`src/rtl/i2c_arb.sv`:
```
// i2c_arb: round-robin arbiter sharing one I2C controller among N_REQ requesters.
// Latches the winner's fields, launches the controller, and reports read data or a timeout.
module i2c_arb #(
   parameter int N_REQ   = 4,
   parameter int TIMEOUT = 4096
) (
   input  logic                 clk,
   input  logic                 rst_n,
   input  logic [N_REQ-1:0]     req_valid,
   input  logic [N_REQ-1:0]     req_rd_wr,
   input  logic [N_REQ-1:0]     req_wr,
   input  logic [7*N_REQ-1:0]   req_addr,
   input  logic [8*N_REQ-1:0]   req_cmd,
   input  logic [8*N_REQ-1:0]   req_data,
   output logic [N_REQ-1:0]     req_grant,
   output logic [N_REQ-1:0]     req_done,
   output logic                 req_err,
   output logic [15:0]          rsp_data,
   output logic                 i2c_init,
   output logic                 i2c_rd_wr,
   output logic                 i2c_wr,
   output logic [6:0]           i2c_addr,
   output logic [7:0]           i2c_cmd,
   output logic [7:0]           i2c_data,
   input  logic                 i2c_done,
   input  logic [15:0]          i2c_o_data
);
   localparam int             IW        = (N_REQ > 1) ? $clog2(N_REQ) : 1;
   localparam int             CW        = (TIMEOUT > 1) ? $clog2(TIMEOUT) : 1;
   localparam logic [CW:0]    CNT_LAST  = (CW+1)'(TIMEOUT - 1);
   localparam logic [IW-1:0]  LAST_INIT = IW'(N_REQ - 1);

   typedef enum logic [1:0] {IDLE, LAUNCH, WAIT, RESP} state_t;

   state_t            r_state;
   state_t            w_state_next;
   logic [IW-1:0]     r_last;
   logic [IW-1:0]     r_owner;
   logic [IW-1:0]     w_start;
   logic [IW-1:0]     w_win;
   logic              w_any;
   logic [CW-1:0]     r_cnt;
   logic [CW:0]       w_cnt_inc;
   logic              w_timeout;
   logic [N_REQ-1:0]  r_grant;
   logic              r_err;
   logic [15:0]       r_rsp;
   logic              r_rd_wr;
   logic              r_wr;
   logic [6:0]        r_addr;
   logic [7:0]        r_cmd;
   logic [7:0]        r_data;

   logic [6:0]        w_addr [N_REQ];
   logic [7:0]        w_cmd  [N_REQ];
   logic [7:0]        w_data [N_REQ];

   generate
      for (genvar gi = 0; gi < N_REQ; gi++) begin : g_unpack
         assign w_addr[gi] = req_addr[7*gi +: 7];
         assign w_cmd[gi]  = req_cmd[8*gi +: 8];
         assign w_data[gi] = req_data[8*gi +: 8];
      end
   endgenerate

   assign w_any = |req_valid;

   // Walk from the farthest offset back to the start so the nearest valid requester wins.
   always_comb begin : p_arb
      int idx;
      w_start = (r_last == LAST_INIT) ? '0 : r_last + IW'(1);
      w_win   = '0;
      idx     = 0;
      for (int k = N_REQ - 1; k >= 0; k--) begin
         idx = int'(w_start) + k;
         if (idx >= N_REQ) begin
            idx = idx - N_REQ;
         end
         if (req_valid[IW'(idx)]) begin
            w_win = IW'(idx);
         end
      end
   end

   // Counter saturates at TIMEOUT-1 because WAIT is left on that very value.
   assign w_cnt_inc = {1'b0, r_cnt} + (CW+1)'(1);
   assign w_timeout = (w_cnt_inc == CNT_LAST);

   always_ff @(posedge clk) begin
      if (!rst_n) begin
         r_state <= IDLE;
      end else begin
         r_state <= w_state_next;
      end
   end

   always_comb begin
      w_state_next = r_state;
      case (r_state)
         IDLE:    if (w_any) w_state_next = LAUNCH;
         LAUNCH:  w_state_next = WAIT;
         WAIT:    if (i2c_done || w_timeout) w_state_next = RESP;
         RESP:    w_state_next = IDLE;
         default: w_state_next = IDLE;
      endcase
   end

   always_ff @(posedge clk) begin
      if (!rst_n) begin
         r_last  <= LAST_INIT;
         r_owner <= '0;
         r_grant <= '0;
         r_cnt   <= '0;
         r_err   <= 1'b0;
         r_rsp   <= '0;
         r_rd_wr <= 1'b0;
         r_wr    <= 1'b0;
         r_addr  <= '0;
         r_cmd   <= '0;
         r_data  <= '0;
      end else begin
         case (r_state)
            IDLE: begin
               if (w_any) begin
                  r_owner <= w_win;
                  r_grant <= {{(N_REQ-1){1'b0}}, 1'b1} << w_win;
                  r_rd_wr <= req_rd_wr[w_win];
                  r_wr    <= req_wr[w_win];
                  r_addr  <= w_addr[w_win];
                  r_cmd   <= w_cmd[w_win];
                  r_data  <= w_data[w_win];
               end
            end
            LAUNCH: begin
               r_cnt <= '0;
            end
            WAIT: begin
               r_cnt <= w_cnt_inc[CW-1:0];
               if (i2c_done) begin
                  r_rsp <= r_rd_wr ? i2c_o_data : 16'h0000;
                  r_err <= 1'b0;
               end else if (w_timeout) begin
                  r_rsp <= 16'h0000;
                  r_err <= 1'b1;
               end
            end
            RESP: begin
               r_last  <= r_owner;
               r_grant <= '0;
            end
            default: ;
         endcase
      end
   end

   assign req_grant = r_grant;
   assign req_done  = (r_state == RESP) ? r_grant : '0;
   assign req_err   = r_err;
   assign rsp_data  = r_rsp;
   assign i2c_init  = (r_state == LAUNCH);
   assign i2c_rd_wr = r_rd_wr;
   assign i2c_wr    = r_wr;
   assign i2c_addr  = r_addr;
   assign i2c_cmd   = r_cmd;
   assign i2c_data  = r_data;

endmodule

```
`config.mk`:
```
export PLATFORM = sky130hd
export DESIGN_NAME = i2c_arb
export DESIGN_NICKNAME = d
export VERILOG_FILES = /design/src/rtl/i2c_arb.sv
export SDC_FILE = /design/constraint.sdc
export NUM_CORES = 1
export LEC_CHECK = 0
export ABC_CLOCK_PERIOD_IN_PS = 2600
export BUFFER_PORTS_ARGS = -buffer_cell sky130_fd_sc_hd__buf_2
export CORE_ASPECT_RATIO = 1.1
export CORE_UTILIZATION = 49
export CTS_CLUSTER_DIAMETER = 60
export DETAILED_ROUTE_END_ITERATION = 12
export PLACE_DENSITY_LB_ADDON = 0.1
export SLEW_MARGIN = 20
export SYNTH_ARGS = -nofsm -noshare
export SYNTH_HDL_FRONTEND = slang
export SYNTH_SLANG_ARGS = --single-unit
```
`constraint.sdc`:
```
create_clock -name clk -period 2.6 [get_ports clk]
set_input_delay 0.26 -clock clk [delete_from_list [all_inputs] [get_ports clk]]
set_output_delay 0.26 -clock clk [all_outputs]
set_load 0.02 [all_outputs]
```
# Yosys cells after proc, flatten, opt, wreduce, memory -nomap -nowiden

Index checks and enable logic that the tools add are counted.

Word-level logic and storage cells: 96
Output and inout bits: 51
Bits in registers: 64
Input port bits: 123

Mux-type cells: 46
Bitwise gates (word level): 1
$lt $le $gt $ge: 10
Reduce and logical (&&, ||, !) cells: 10
Shifts and indexed selects: 1
Equality and inequality tests: 7
Add/subtract/negate cells: 9

Operators by type and width:

| cell                                                   | number |
|---|---|
| two-way mux 16 bit                                     | 3 |
| binary-select mux 8 bit (select 2 bit)                 | 2 |
| two-way mux 8 bit                                      | 4 |
| one-hot mux 12 bit (2 select lines)                    | 1 |
| two-way mux 2 bit                                      | 11 |
| < comparator 2 x 4 -> 1 bit (second input constant)    | 4 |
| binary-select mux 7 bit (select 2 bit)                 | 1 |
| two-way mux 7 bit                                      | 2 |
| adder 12 x 1 -> 13 bit (second input constant)         | 1 |
| equality test 13 x 12 -> 1 bit (second input constant) | 1 |
| binary-select mux 1 bit (select 2 bit)                 | 6 |
| >= comparator 3 bit (second input constant)            | 4 |
| two-way mux 1 bit                                      | 12 |
| two-way mux 4 bit                                      | 2 |
| one-hot mux 2 bit (4 select lines)                     | 1 |
| one-hot mux 4 bit (2 select lines)                     | 1 |
| AND reduction 2 bit                                    | 4 |
| subtractor 2 x 1 -> 2 bit (second input constant)      | 4 |
| adder 2 x 2 -> 3 bit (second input constant)           | 2 |
| equality test 2 bit (second input constant)            | 3 |
| nonzero test 2 bit                                     | 3 |
| != test 2 bit (second input constant)                  | 2 |
| OR reduction 4 bit                                     | 1 |
| << shifter 1 x 2 -> 4 bit (first input constant)       | 1 |
| other kinds (8)                                        | 8 |

# Longest topological paths before layout

Gate-level depths: netlist (run 1).

Depth after elaboration: 16
Gate-level depth with buffers: 11
Gate-level depth less buffers: 7

# Worst setup path after synthesis (run 1)

OpenSTA, ideal clock, no wires.

Path type: register to register
From: reg r_cnt[1]
To: reg r_rsp[0] (netlist: rsp_data[0])
Required time: 2.482 ns
Clock period less this slack: 2.304 ns
Setup slack: 0.296 ns
Stages on the path, launching flop included: 10
Buffers on the path: 2
Arrival: 2.186 ns
Library setup time: 0.118 ns
Path through: dfxtp_1 > ha_1 > buf_2 > and3b_1 > a31oi_1 > or4_4 > a2111oi_4 > nor2_2 > buf_6 > o221a_4

Word-level cells in the longest chain between the ends: 4

Ends and longest elaborated chain:

| item                           | RTL line | RTL |
|---|---|---|
| start, declared                | 42       | `logic [CW-1:0] r_cnt;` |
| start signal, assigned         | 138      | `r_cnt <= w_cnt_inc[CW-1:0];` |
| adder 12 x 1 -> 13 bit         | 86       | `assign w_cnt_inc = {1'b0, r_cnt} + (CW+1)'(1);` |
| equality test 13 x 12 -> 1 bit | 87       | `assign w_timeout = (w_cnt_inc == CNT_LAST);` |
| nonzero test 2 bit (no line)   | n/a      |  |
| AND reduction 2 bit (no line)  | n/a      |  |
| end signal, assigned           | 140      | `r_rsp <= r_rd_wr ? i2c_o_data : 16'h0000;` |
| end, declared                  | 47       | `logic [15:0] r_rsp;` |

Every way passes these cells.
A chain may end at the register's enable or synchronous reset.

# Final worst setup path (run 1)

From: reg r_last[0]
To: reg r_data[2] (netlist: i2c_data[2])

Word-level cells in the longest chain between the ends: 16
Elaborated cells on any way between the ends: 38
Classes of those cells: add/sub (8); order compare (4); eq/ne (1); mux (24); bitwise (1)

Ends and longest elaborated chain:

| item                                                                    | RTL line | RTL |
|---|---|---|
| start, declared                                                         | 37       | `logic [IW-1:0] r_last;` |
| start signal, assigned                                                  | 148      | `r_last <= r_owner;` |
| adder 2 x 1 -> 2 bit / equality test 2 bit (equally long branches)      | 71       | `w_start = (r_last == LAST_INIT) ? '0 : r_last + IW'(1);` |
| two-way mux 2 bit *                                                     | 71       |  |
| adder 2 x 2 -> 3 bit                                                    | 75       | `idx = int'(w_start) + k;` |
| >= comparator 3 bit / subtractor 2 x 1 -> 2 bit (equally long branches) | 76, 77   |  |
| two-way mux 2 bit                                                       | 76       | `if (idx >= N_REQ) begin` |
| binary-select mux 1 bit (select 2 bit)                                  | 79       | `if (req_valid[IW'(idx)]) begin` |
| two-way mux 1 bit (implied by the code) (2 in series)                   | 79       |  |
| two-way mux 2 bit (3 in series)                                         | 79       |  |
| two-way mux 2 bit *                                                     | 79       |  |
| inverter 2 -> 3 bit (implied by the code) *                             | 131      | `r_data <= w_data[w_win];` |
| binary-select mux 8 bit (select 2 bit) *                                | 131      |  |
| two-way mux 8 bit (implied by the code) * (2 in series)                 | 131      |  |
| end signal, assigned                                                    | 131      |  |
| end, declared                                                           | 52       | `logic [7:0] r_data;` |

Mark *: on every way between the ends. The rest lies on a longest branch, timed or not. The select of a mux whose other input is x is not followed.

==> impl_metrics.py, run 1 <==
metrics = {
    "floorplanning": {
        "ios": 174,
        "die_height_um": 98.15,
        "die_area_um2": 8775,
        "start_util": 0.5121,
        "rows": 34,
        "core-area_um2": 8040,
        "die_w_um": 89.41,
    },
    "worst_setup_path": {
        "r2r_slack_ps": 170,
        "ff2ff_path_depth": 8,
        "cp-start-kind": "flip-flop",
        "crit_slowest_cell": "ha_1",
        "worstPathMaxFanout": 53,
        "critPathKind": "flip-flop to flip-flop",
        "r2r_start": "r_last[0]$_SDFFE_PN1P_",
        "required_ps": 2810,
        "timing.rr.end": "i2c_data[2]$_SDFFE_PN0P_",
        "crit_arrival_ps": 2650,
        "path_delay_family": "compound AO/OA/AOI/OAI gates",
        "path_buf_inv": 1,
        "path_cells": "ha_1, nor2b_1, a211oi_2, o221a_2, or2_2, buf_12, a211oi_1, o31ai_1",
        "crit_start": "r_last[0]$_SDFFE_PN1P_",
        "max_stage_delay_ps": 370,
        "cp-end-kind": "flip-flop",
    },
    "worst_hold_path": {
        "hp-start": "req_data[4]",
        "holdPathStages": 3,
        "hold_end": "i2c_data[4]$_SDFFE_PN0P_",
        "holdCritPathClass": "input port to flip-flop",
    },
    "yosys": {
        "synth_top_area_share": 0.3112,
        "synth.largest_area_cell": "dfxtp_1",
        "synth_cell_type_count": 50,
        "syn_nets": 616,
        "synthArstFlopShare": 0,
        "ys_seq_area_frac": 0.3112,
        "synth-seq-cells": 64,
        "yosysWarnings": 0,
        "synth_area_um2": 4118,
        "synth_area_leaders": "dfxtp_1 31%, a211oi_1 9.5%, nor3b_1 9.5%",
        "synth_commonest_cells": "64 x dfxtp_1, 52 x a211oi_1, 52 x nor3b_1",
        "synth-main-ff-cell": "dfxtp_1",
        "yosysMostFrequentCell": "dfxtp_1",
        "synth_area_per_cell_um2": 8.490,
        "syn_inst": 485,
        "synth_edf_count": 0,
    },
    "global_routing": {
        "gr-usage-all-layers": 0.2712,
        "grt_pass1_wl_mm": 19.01,
        "grt-ovfl-total": 0,
        "antenna_found_initial": 0,
        "grt_pass1_vias": 4161,
        "grt_max_degree": 54,
    },
    "clock_tree": {
        "clk_pin_slew_ps": 70,
        "cts_hold_buf": 0,
        "clock-root-buffer": "clkbuf_8",
        "clock_path_buffers": 2,
        "tritoncts": "done",
        "cts_sinks": 64,
        "cts_buffers": 9,
        "clk-insertion-delay-late_ps": 330,
        "cts.htree.levels": 3,
    },
    "timing": {
        "hold_viol": 0,
        "post-route-period-util": 0.9351,
        "whs_ps": 253.5,
        "clock_skew_ps": 7.003,
        "drv_slew": 0,
        "tightest_slew_ps": 715.3,
        "rsz0062_at_grt": "no",
        "fin_tns_setup_ps": 0,
        "fmax_mhz": 411.3,
        "fin_crit_ps": 2431,
        "finalSetupViolCount": 0,
        "slew_headroom": 0.5231,
    },
    "finish": {
        "n_antenna_cell": 0,
        "final_layout_size_suffix_gt1_frac": 0.3649,
        "final_cells": 752,
        "area_delta_synth_final_pct": 29.50,
        "multi_input_area_um2": 2624,
        "seqCellArea_um2": 1282,
        "layout.nets": 770,
        "n_fill_cell": 685,
    },
    "status": {
        "run_status": "complete, no violations",
    },
    "power_and_ir_drop": {
        "fin_total_pwr_w": 0.004533,
        "power.density_nw_per_um2": 850.1,
        "ir_drop_mv": 0.4820,
        "power.leakage_nw": 2.243,
    },
    "placed_design": {
        "dp.cells": 736,
        "port_buffers": 173,
        "place_congestion": 0.8432,
        "hpwl_mm": 8.326,
    },
    "routing": {
        "dr.first_iter.drc_count": 103,
        "vias": 4255,
        "first_pass_iters": 5,
        "drc": 0,
        "antenna_left": 0,
        "wl_per_cell_um": 15.22,
        "totalWireLength_mm": 11.45,
        "viasPerCell": 5.658,
    },
    "run": {
        "cap_violations": 0,
    },
}
==> registers in the layout, indices dropped and copies added, names as in the netlist <==
| register | cells |
|---|---|
| r_cnt | 12 |
| i2c_cmd | 8 |
| req_err | 1 |
| i2c_addr | 7 |
| i2c_data | 8 |
| r_last | 2 |
| req_grant | 4 |
| r_owner | 2 |
| r_state | 2 |
| i2c_wr | 1 |
| rsp_data | 16 |
| i2c_rd_wr | 1 |
==> cell usage in the layout (no fill, tap or decap), types with 2 or more instances in the layout <==
cell type,Yosys,routed
nand2b_1,17,17
nor3_1,11,11
clkinv_2,0,2
dfxtp_1,64,63
nand3_1,33,33
inv_1,9,9
o31ai_1,25,25
a21oi_1,8,8
a21boi_0,4,4
o221a_2,7,7
o221a_4,10,10
or3_1,2,2
nor3b_1,52,52
a211o_1,2,2
a211oi_1,52,51
nor2_1,8,8
or2_2,3,4
o21ai_0,13,13
nand2_1,32,32
nor2b_1,8,8
o211ai_1,2,2
xnor2_1,2,2
buf_2,10,173
clkbuf_8,0,9
buf_4,5,14
a31oi_1,4,4
buf_12,0,2
and3b_1,2,2
nand4_1,2,2
and2_1,27,27
o22ai_1,5,4
ha_1,8,7
o21a_1,5,5
bufinv_16,0,3
mux2i_1,5,5
==> per-stage QoR <==
| step | setup slack, ps | utilization | instance area (um^2) |
|---|---|---|---|
| global route | 33.67 | 0.6632 | 5333 |
| floorplan | 296.2 | - | 4118 |
| detailed placement | 32.50 | 0.6306 | 5070 |
| finish | 168.7 | 0.6632 | 5333 |
| global placement | 101.4 | 0.6306 | 5070 |
| CTS | 104.7 | 0.6604 | 5310 |
==> worst max path at each step <==
| stage | end | cells past startpoint |
|---|---|---|
| after floorplan | rsp_data[0]$_SDFFE_PN0P_ | 9 |
| after global placement | rsp_data[7]$_SDFFE_PN0P_ | 7 |
| after detailed placement | rsp_data[7]$_SDFFE_PN0P_ | 7 |
| after CTS | rsp_data[7]$_SDFFE_PN0P_ | 7 |
| after global routing | i2c_data[0]$_SDFFE_PN0P_ | 8 |
| final | i2c_data[2]$_SDFFE_PN0P_ | 8 |
==> metal layers <==
metal | up-vias | wire length [um] | global-route usage
met1 | 1974 | 4651 | 0.3171
li1 | 2131 | - | -
met5 | - | 0 | 0
met2 | 139 | 5988 | 0.4774
met3 | 11 | 699 | 0.06340
met4 | 0 | 107 | 0.09035
==> power by group <==
part | switching, W | internal, W
Clock | 0.000391 | 0.000634
Combinational | 0.00137 | 0.000789
Sequential | 0.000143 | 0.00121
==> logic make-up (layout without fill, tap and decap cells) <==
family | Yosys count | in the layout | share of synthesized area
compound gates | 144 | 144 | 0.2914
simple gates | 206 | 206 | 0.2963
mux | 5 | 5 | 0.01215
buf+inv | 56 | 215 | 0.06047
flops | 64 | 64 | 0.3112
fa+ha+maj | 8 | 8 | 0.02431
xor+xnor | 2 | 2 | 0.004255
==> tightest hold or removal path, cell delays in order <==
cell	delay [ps]
buf_2	70
a211oi_1	50
o31ai_1	170
==> layout make-up <==
class / count / share of cell area
sequential: 64 / 0.2405
clock buffer: 10 / 0.02393
tap: 108 / 0.02534
timing repair buffer: 190 / 0.1917
multi-input combinational: 365 / 0.4920
inverter: 9 / 0.006335
clock inverter: 6 / 0.02018
==> what timing repair did <==
item,CTS,global route
hold endpoints to repair,0,0
pin swaps,0,1
setup endpoints to repair,1,37
setup buffers,0,0
gates resized for setup,1,5
No activity file was read; power rests on OpenSTA's default activity.
==> run 2, diff against run 1 <==
ABC_AREA = 1   (was unset)
CORE_UTILIZATION = 48   (was 49)
==> impl_metrics.py, run 2 <==
metrics = {
    "routing": {
        "first_pass_iters": 4,
        "dr.first_iter.drc_count": 177,
        "wl_per_cell_um": 12.69,
        "totalWireLength_mm": 11.37,
        "antenna_left": 0,
        "drc": 0,
        "vias": 4594,
        "viasPerCell": 5.127,
    },
    "finish": {
        "utilization": 0.6375,
        "final_layout_size_suffix_gt1_frac": 0.2779,
        "n_fill_cell": 799,
        "layout.nets": 914,
        "n_antenna_cell": 0,
        "largest_register_ffs": 16,
        "final_common_cell": "buf_2",
        "area_delta_synth_final_pct": 29.31,
        "final_cell_mix": "173 x buf_2, 169 x nand2_1, 117 x nand3_1, 97 x nor2_1, 64 x dfxtp_1",
    },
    "timing": {
        "fmax_mhz": 425.0,
        "fin_ws_ps": 247.2,
        "finalSetupViolCount": 0,
        "rsz0062_at_grt": "no",
        "fin_crit_ps": 2353,
        "tightest_slew_ps": 512.7,
        "whs_ps": 221.0,
        "drv_slew": 0,
        "post-route-period-util": 0.9049,
        "slew_headroom": 0.6582,
        "hold_viol": 0,
        "clock_skew_ps": 10.70,
        "fin_tns_setup_ps": 0,
    },
    "global_routing": {
        "grt_pass1_wl_mm": 17.59,
        "grt-ovfl-total": 0,
        "grt_max_degree": 55,
        "gr-usage-all-layers": 0.2671,
        "antenna_found_initial": 0,
        "grt_pass1_vias": 3961,
    },
    "floorplanning": {
        "die_w_um": 87.72,
        "die_height_um": 96.30,
        "rows": 34,
        "die_area_um2": 8447,
        "core-area_um2": 7870,
        "ios": 174,
        "start_util": 0.4930,
    },
    "placed_design": {
        "hpwl_mm": 8.298,
        "port_buffers": 173,
        "pre_cts_ws_ps": 307.0,
        "place_congestion": 0.8705,
    },
    "worst_setup_path": {
        "crit_arrival_ps": 2580,
        "crit_slowest_cell": "dfxtp_1",
        "required_ps": 2830,
        "path_delay_family": "simple AND/OR/NAND/NOR gates",
        "path_cells": "ha_1, inv_1, nand2_1, nand3_1, nand2_1, o21ai_4, nor2_8, nand2_1, nand3_1, nor2_1, nor2_1",
        "critPathKind": "flip-flop to flip-flop",
        "worstPathMaxFanout": 26,
        "cp-end-kind": "flip-flop",
        "cp-start-kind": "flip-flop",
        "crit_path_frequent_cell": "nand2_1",
        "max_stage_delay_ps": 470,
        "path_buf_inv": 1,
    },
    "power_and_ir_drop": {
        "power.density_nw_per_um2": 1079,
        "power.leakage_nw": 2.535,
        "ir_drop_mv": 0.6224,
        "fin_total_pwr_w": 0.005413,
    },
    "clock_tree": {
        "cts_sinks": 64,
        "clock-root-buffer": "clkbuf_8",
        "post_cts_resize_count": 0,
        "cts_setup_buffers": 0,
        "cts_hold_buf": 0,
        "clk-insertion-delay-late_ps": 340,
        "cts.htree.levels": 3,
        "tritoncts": "done",
        "clock_path_buffers": 2,
        "cts_buffers": 9,
        "clk_pin_slew_ps": 70,
    },
    "yosys": {
        "syn_inst": 624,
        "synth_area_per_cell_um2": 6.218,
        "synth-main-ff-cell": "dfxtp_1",
        "synth-seq-cells": 64,
        "synth_commonest_cells": "169 x nand2_1, 117 x nand3_1, 98 x nor2_1",
        "synth_area_leaders": "dfxtp_1 33%, nand2_1 16%, nand3_1 15%",
        "synthArstFlopShare": 0,
        "yosysWarnings": 0,
        "synth_area_um2": 3880,
        "synth_cell_type_count": 34,
        "syn_nets": 755,
        "ys_seq_area_frac": 0.3302,
        "synth_top_area_share": 0.3302,
        "yosysMostFrequentCell": "nand2_1",
        "synth.largest_area_cell": "dfxtp_1",
        "synth_edf_count": 0,
    },
    "run": {
        "cap_violations": 0,
    },
    "worst_hold_path": {
        "holdCritPathClass": "input port to flip-flop",
    },
    "status": {
        "run_status": "complete, no violations",
    },
}
run 2: per-layer routing:
layer  track usage  share of wire  up-vias  wire, um
met3       0.05060          0.069       16       779
met1        0.3216           0.42     2035      4784
li1              -              -     2352         -
met2        0.4561           0.49      191      5611
met5             0              0        -         0
met4        0.1270          0.017        0       190
run 2: kinds of logic after synthesis:
| group | after synthesis | share of synthesized area |
|---|---|---|
| adders and majority gates | 8 | 0.02580 |
| AOI/OAI and AO/OA | 57 | 0.08256 |
| xor gates and xnor gates | 2 | 0.004515 |
| buffers and inverters | 73 | 0.07965 |
| and+or+nand+nor | 420 | 0.4773 |
| DFF | 64 | 0.3302 |
run 2: final timing paths:
| kind | slack, ps | cells past startpoint | end | startpoint |
|---|---|---|---|---|
| min | 220 | 5 | i2c_data[0]$_SDFFE_PN0P_ | req_data[16] |
| max | 250 | 11 | i2c_cmd[0]$_SDFFE_PN0P_ | r_last[0]$_SDFFE_PN1P_ |
| max reg2reg | 250 | 11 | i2c_cmd[0]$_SDFFE_PN0P_ | r_last[0]$_SDFFE_PN1P_ |
| min reg2reg | 470 | 2 | rsp_data[5]$_SDFFE_PN0P_ | rsp_data[5]$_SDFFE_PN0P_ |
run 2: cell type report:
class / instances / area [um^2] / area share
clock buffer: 9 / 123.9 / 0.02469
clock inverter: 7 / 71.32 / 0.01421
inverter: 38 / 142.6 / 0.02843
multi-input combinational: 487 / 2297 / 0.4579
sequential: 64 / 1281 / 0.2554
tap: 108 / 135.1 / 0.02693
timing repair buffer: 183 / 965.9 / 0.1925
run 2: worst min-delay path, stage by stage:
cell	delay [ps]
buf_2	80
nand2_1	40
nand2_1	50
nor2_1	40
nor2_1	60
run 2: report_power, final:
| group | leakage, nW | internal (W) | switching (W) | total, W |
|---|---|---|---|---|
| combinational | 1.92 | 0.00103 | 0.00207 | 0.00310 |
| clock | 0.0916 | 0.000442 | 0.000414 | 0.000856 |
| sequential | 0.525 | 0.00129 | 0.000163 | 0.00146 |
| total | 2.54 | 0.00277 | 0.00265 | 0.00541 |
run 2: through the flow:
step,cell area (um^2),std cells
2_1_floorplan,3880,624
3_3_place_gp,4822,880
3_5_place_dp,4822,880
4_1_cts,5017,896
5_1_grt,5017,896
6_report,5017,896
==> run 3, diff against run 2 <==
BUFFER_PORTS_ARGS = unset   (was -buffer_cell sky130_fd_sc_hd__buf_2)
CORE_UTILIZATION = 55   (was 48)
DONT_BUFFER_PORTS = 1   (was unset)
==> impl_metrics.py, run 3 (synthesis results as in run 2) <==
metrics = {
    "power_and_ir_drop": {
        "power.density_nw_per_um2": 1244,
        "ir_drop_mv": 0.9850,
        "power.leakage_nw": 1.801,
        "fin_total_pwr_w": 0.005141,
    },
    "worst_hold_path": {
        "holdCritPathClass": "input port to flip-flop",
        "hp-start": "rst_n",
    },
    "clock_tree": {
        "cts_sinks": 64,
        "cts_setup_buffers": 0,
        "cts_hold_buf": 0,
        "clk_pin_slew_ps": 70,
        "post_cts_resize_count": 0,
        "clock-root-buffer": "clkbuf_8",
        "clock_path_buffers": 2,
        "tritoncts": "done",
        "cts_buffers": 9,
        "cts.htree.levels": 3,
        "clk-insertion-delay-late_ps": 350,
    },
    "placed_design": {
        "hpwl_mm": 7.625,
        "place_congestion": 0.8655,
        "port_buffers": 0,
        "place_area_um2": 3939,
    },
    "global_routing": {
        "grt_busiest_layer": "met2",
        "grt_max_degree": 49,
        "grt_pass1_wl_mm": 16.57,
        "gr-usage-met2": 0.5007,
        "grt_util_met3": 0.08731,
        "gr-usage-all-layers": 0.2890,
        "antenna_found_initial": 0,
        "grt_pass1_vias": 3667,
        "grt-ovfl-total": 0,
        "grt_util_met1": 0.3153,
    },
    "finish": {
        "final_common_cell": "nand2_1",
        "final_cell_mix": "169 x nand2_1, 117 x nand3_1, 97 x nor2_1, 64 x dfxtp_1, 34 x inv_1",
        "largest_register_ffs": 16,
        "final_layout_size_suffix_gt1_frac": 0.07780,
        "final_area_um2": 4134,
        "layout.nets": 743,
        "n_antenna_cell": 0,
        "area_delta_synth_final_pct": 6.546,
    },
    "worst_setup_path": {
        "critPathKind": "flip-flop to flip-flop",
        "critPathCapture": "i2c_data[5]$_SDFFE_PN0P_",
        "r2r_slack_ps": 250,
        "r2r_start": "r_last[0]$_SDFFE_PN1P_",
        "crit_start": "r_last[0]$_SDFFE_PN1P_",
        "timing.rr.end": "i2c_data[5]$_SDFFE_PN0P_",
        "crit_arrival_ps": 2640,
        "path_buf_inv": 1,
        "crit_path_frequent_cell": "nand2_1",
        "path_cells": "ha_1, inv_1, nand2_1, nand3_2, nand3_1, nand2_1, nand2_2, nand2_4, nor2_8, nand2_1, nand3_1, nor2_1, nor2_1",
        "cp-end-kind": "flip-flop",
        "required_ps": 2890,
        "path_delay_family": "simple AND/OR/NAND/NOR gates",
        "crit_slowest_cell": "ha_1",
        "cp-start-kind": "flip-flop",
        "ff2ff_path_depth": 13,
        "worstPathMaxFanout": 26,
        "critical_path_depth": 13,
        "max_stage_delay_ps": 400,
    },
    "routing": {
        "drc": 0,
        "antenna_left": 0,
        "first_pass_iters": 4,
        "totalWireLength_mm": 10.64,
        "vias": 4010,
        "dr.first_iter.drc_count": 187,
        "wl_per_cell_um": 15.21,
        "viasPerCell": 5.737,
    },
    "run": {
        "cap_violations": 0,
    },
    "timing": {
        "fin_crit_ps": 2351,
        "tightest_slew_ps": 695.9,
        "fmax_mhz": 425.4,
        "rsz0062_at_grt": "no",
        "finalSetupViolCount": 0,
        "clock_skew_ps": 9.848,
        "fin_tns_setup_ps": 0,
        "hold_viol": 0,
        "post-route-period-util": 0.9040,
        "drv_slew": 0,
        "slew_headroom": 0.5318,
    },
    "floorplanning": {
        "die_height_um": 90.09,
        "die_w_um": 82.08,
        "start_util": 0.5782,
        "rows": 31,
        "ios": 174,
        "die_area_um2": 7395,
        "core-area_um2": 6710,
    },
    "status": {
        "run_status": "complete, no violations",
    },
}
## run 3: changes by cell type in the layout (fill, tap and decap cells not counted), sizes merged
| cell | delta |
|---|---|
| buf | -171 |
## run 3: stage by stage
step | setup slack, ps | cells | utilization | hold WS, ps
final | 249.5 | 699 | 0.6161 | 62.47
after global routing | 22.10 | 699 | 0.6161 | 23.13
after CTS | 265.5 | 699 | 0.6161 | 18.18
after detailed placement | 296.5 | 683 | 0.5870 | 393.5
after global placement | 395.3 | 683 | 0.5870 | 388.6
after floorplan | 642.0 | 624 | - | 433.9
## run 3: worst reg2reg max path: cells and delay by family (launching register included)
kind | cells | cell delay [ps]
simple gates | 11 | 1400
fa+ha+maj | 1 | 400
flops | 1 | 390
buf+inv | 1 | 110
## run 3: power breakdown
part	total (W)	switching, W	internal (W)
logic	0.00241	0.00157	0.000843
registers	0.00186	0.000566	0.00130
clock network	0.000870	0.000428	0.000442
total	0.00514	0.00256	0.00258
## run 3: area by class of cell
cell class	count	area [um^2]
Sequential cell	64	1281
Multi-Input combinational cell	487	2297
Fill cell	643	2576
Timing Repair Buffer	12	115.1
Tap cell	82	102.6
Clock buffer	9	123.9
Clock inverter	7	71.32
Inverter	38	142.6
## run 3: worst min-delay path by stage
stage / endpoint / slack [ps] / depth (start not counted)
floorplan: r_last[1]$_SDFFE_PN1P_ / 430 / 2
global placement: r_state[1]$_SDFFE_PN0P_ / 390 / 2
detailed placement: r_state[0]$_SDFFE_PN0P_ / 390 / 2
CTS: r_state[0]$_SDFFE_PN0P_ / 20 / 2
global route: rsp_data[10]$_SDFFE_PN0P_ / 20 / 2
finish: i2c_wr$_SDFFE_PN0P_ / 60 / 2
## run 3: metal layers
layer  wire length, um  share of wire
met1              4229           0.40
met2              5288           0.50
met3               865          0.081
met4               252          0.024
met5                 0              0
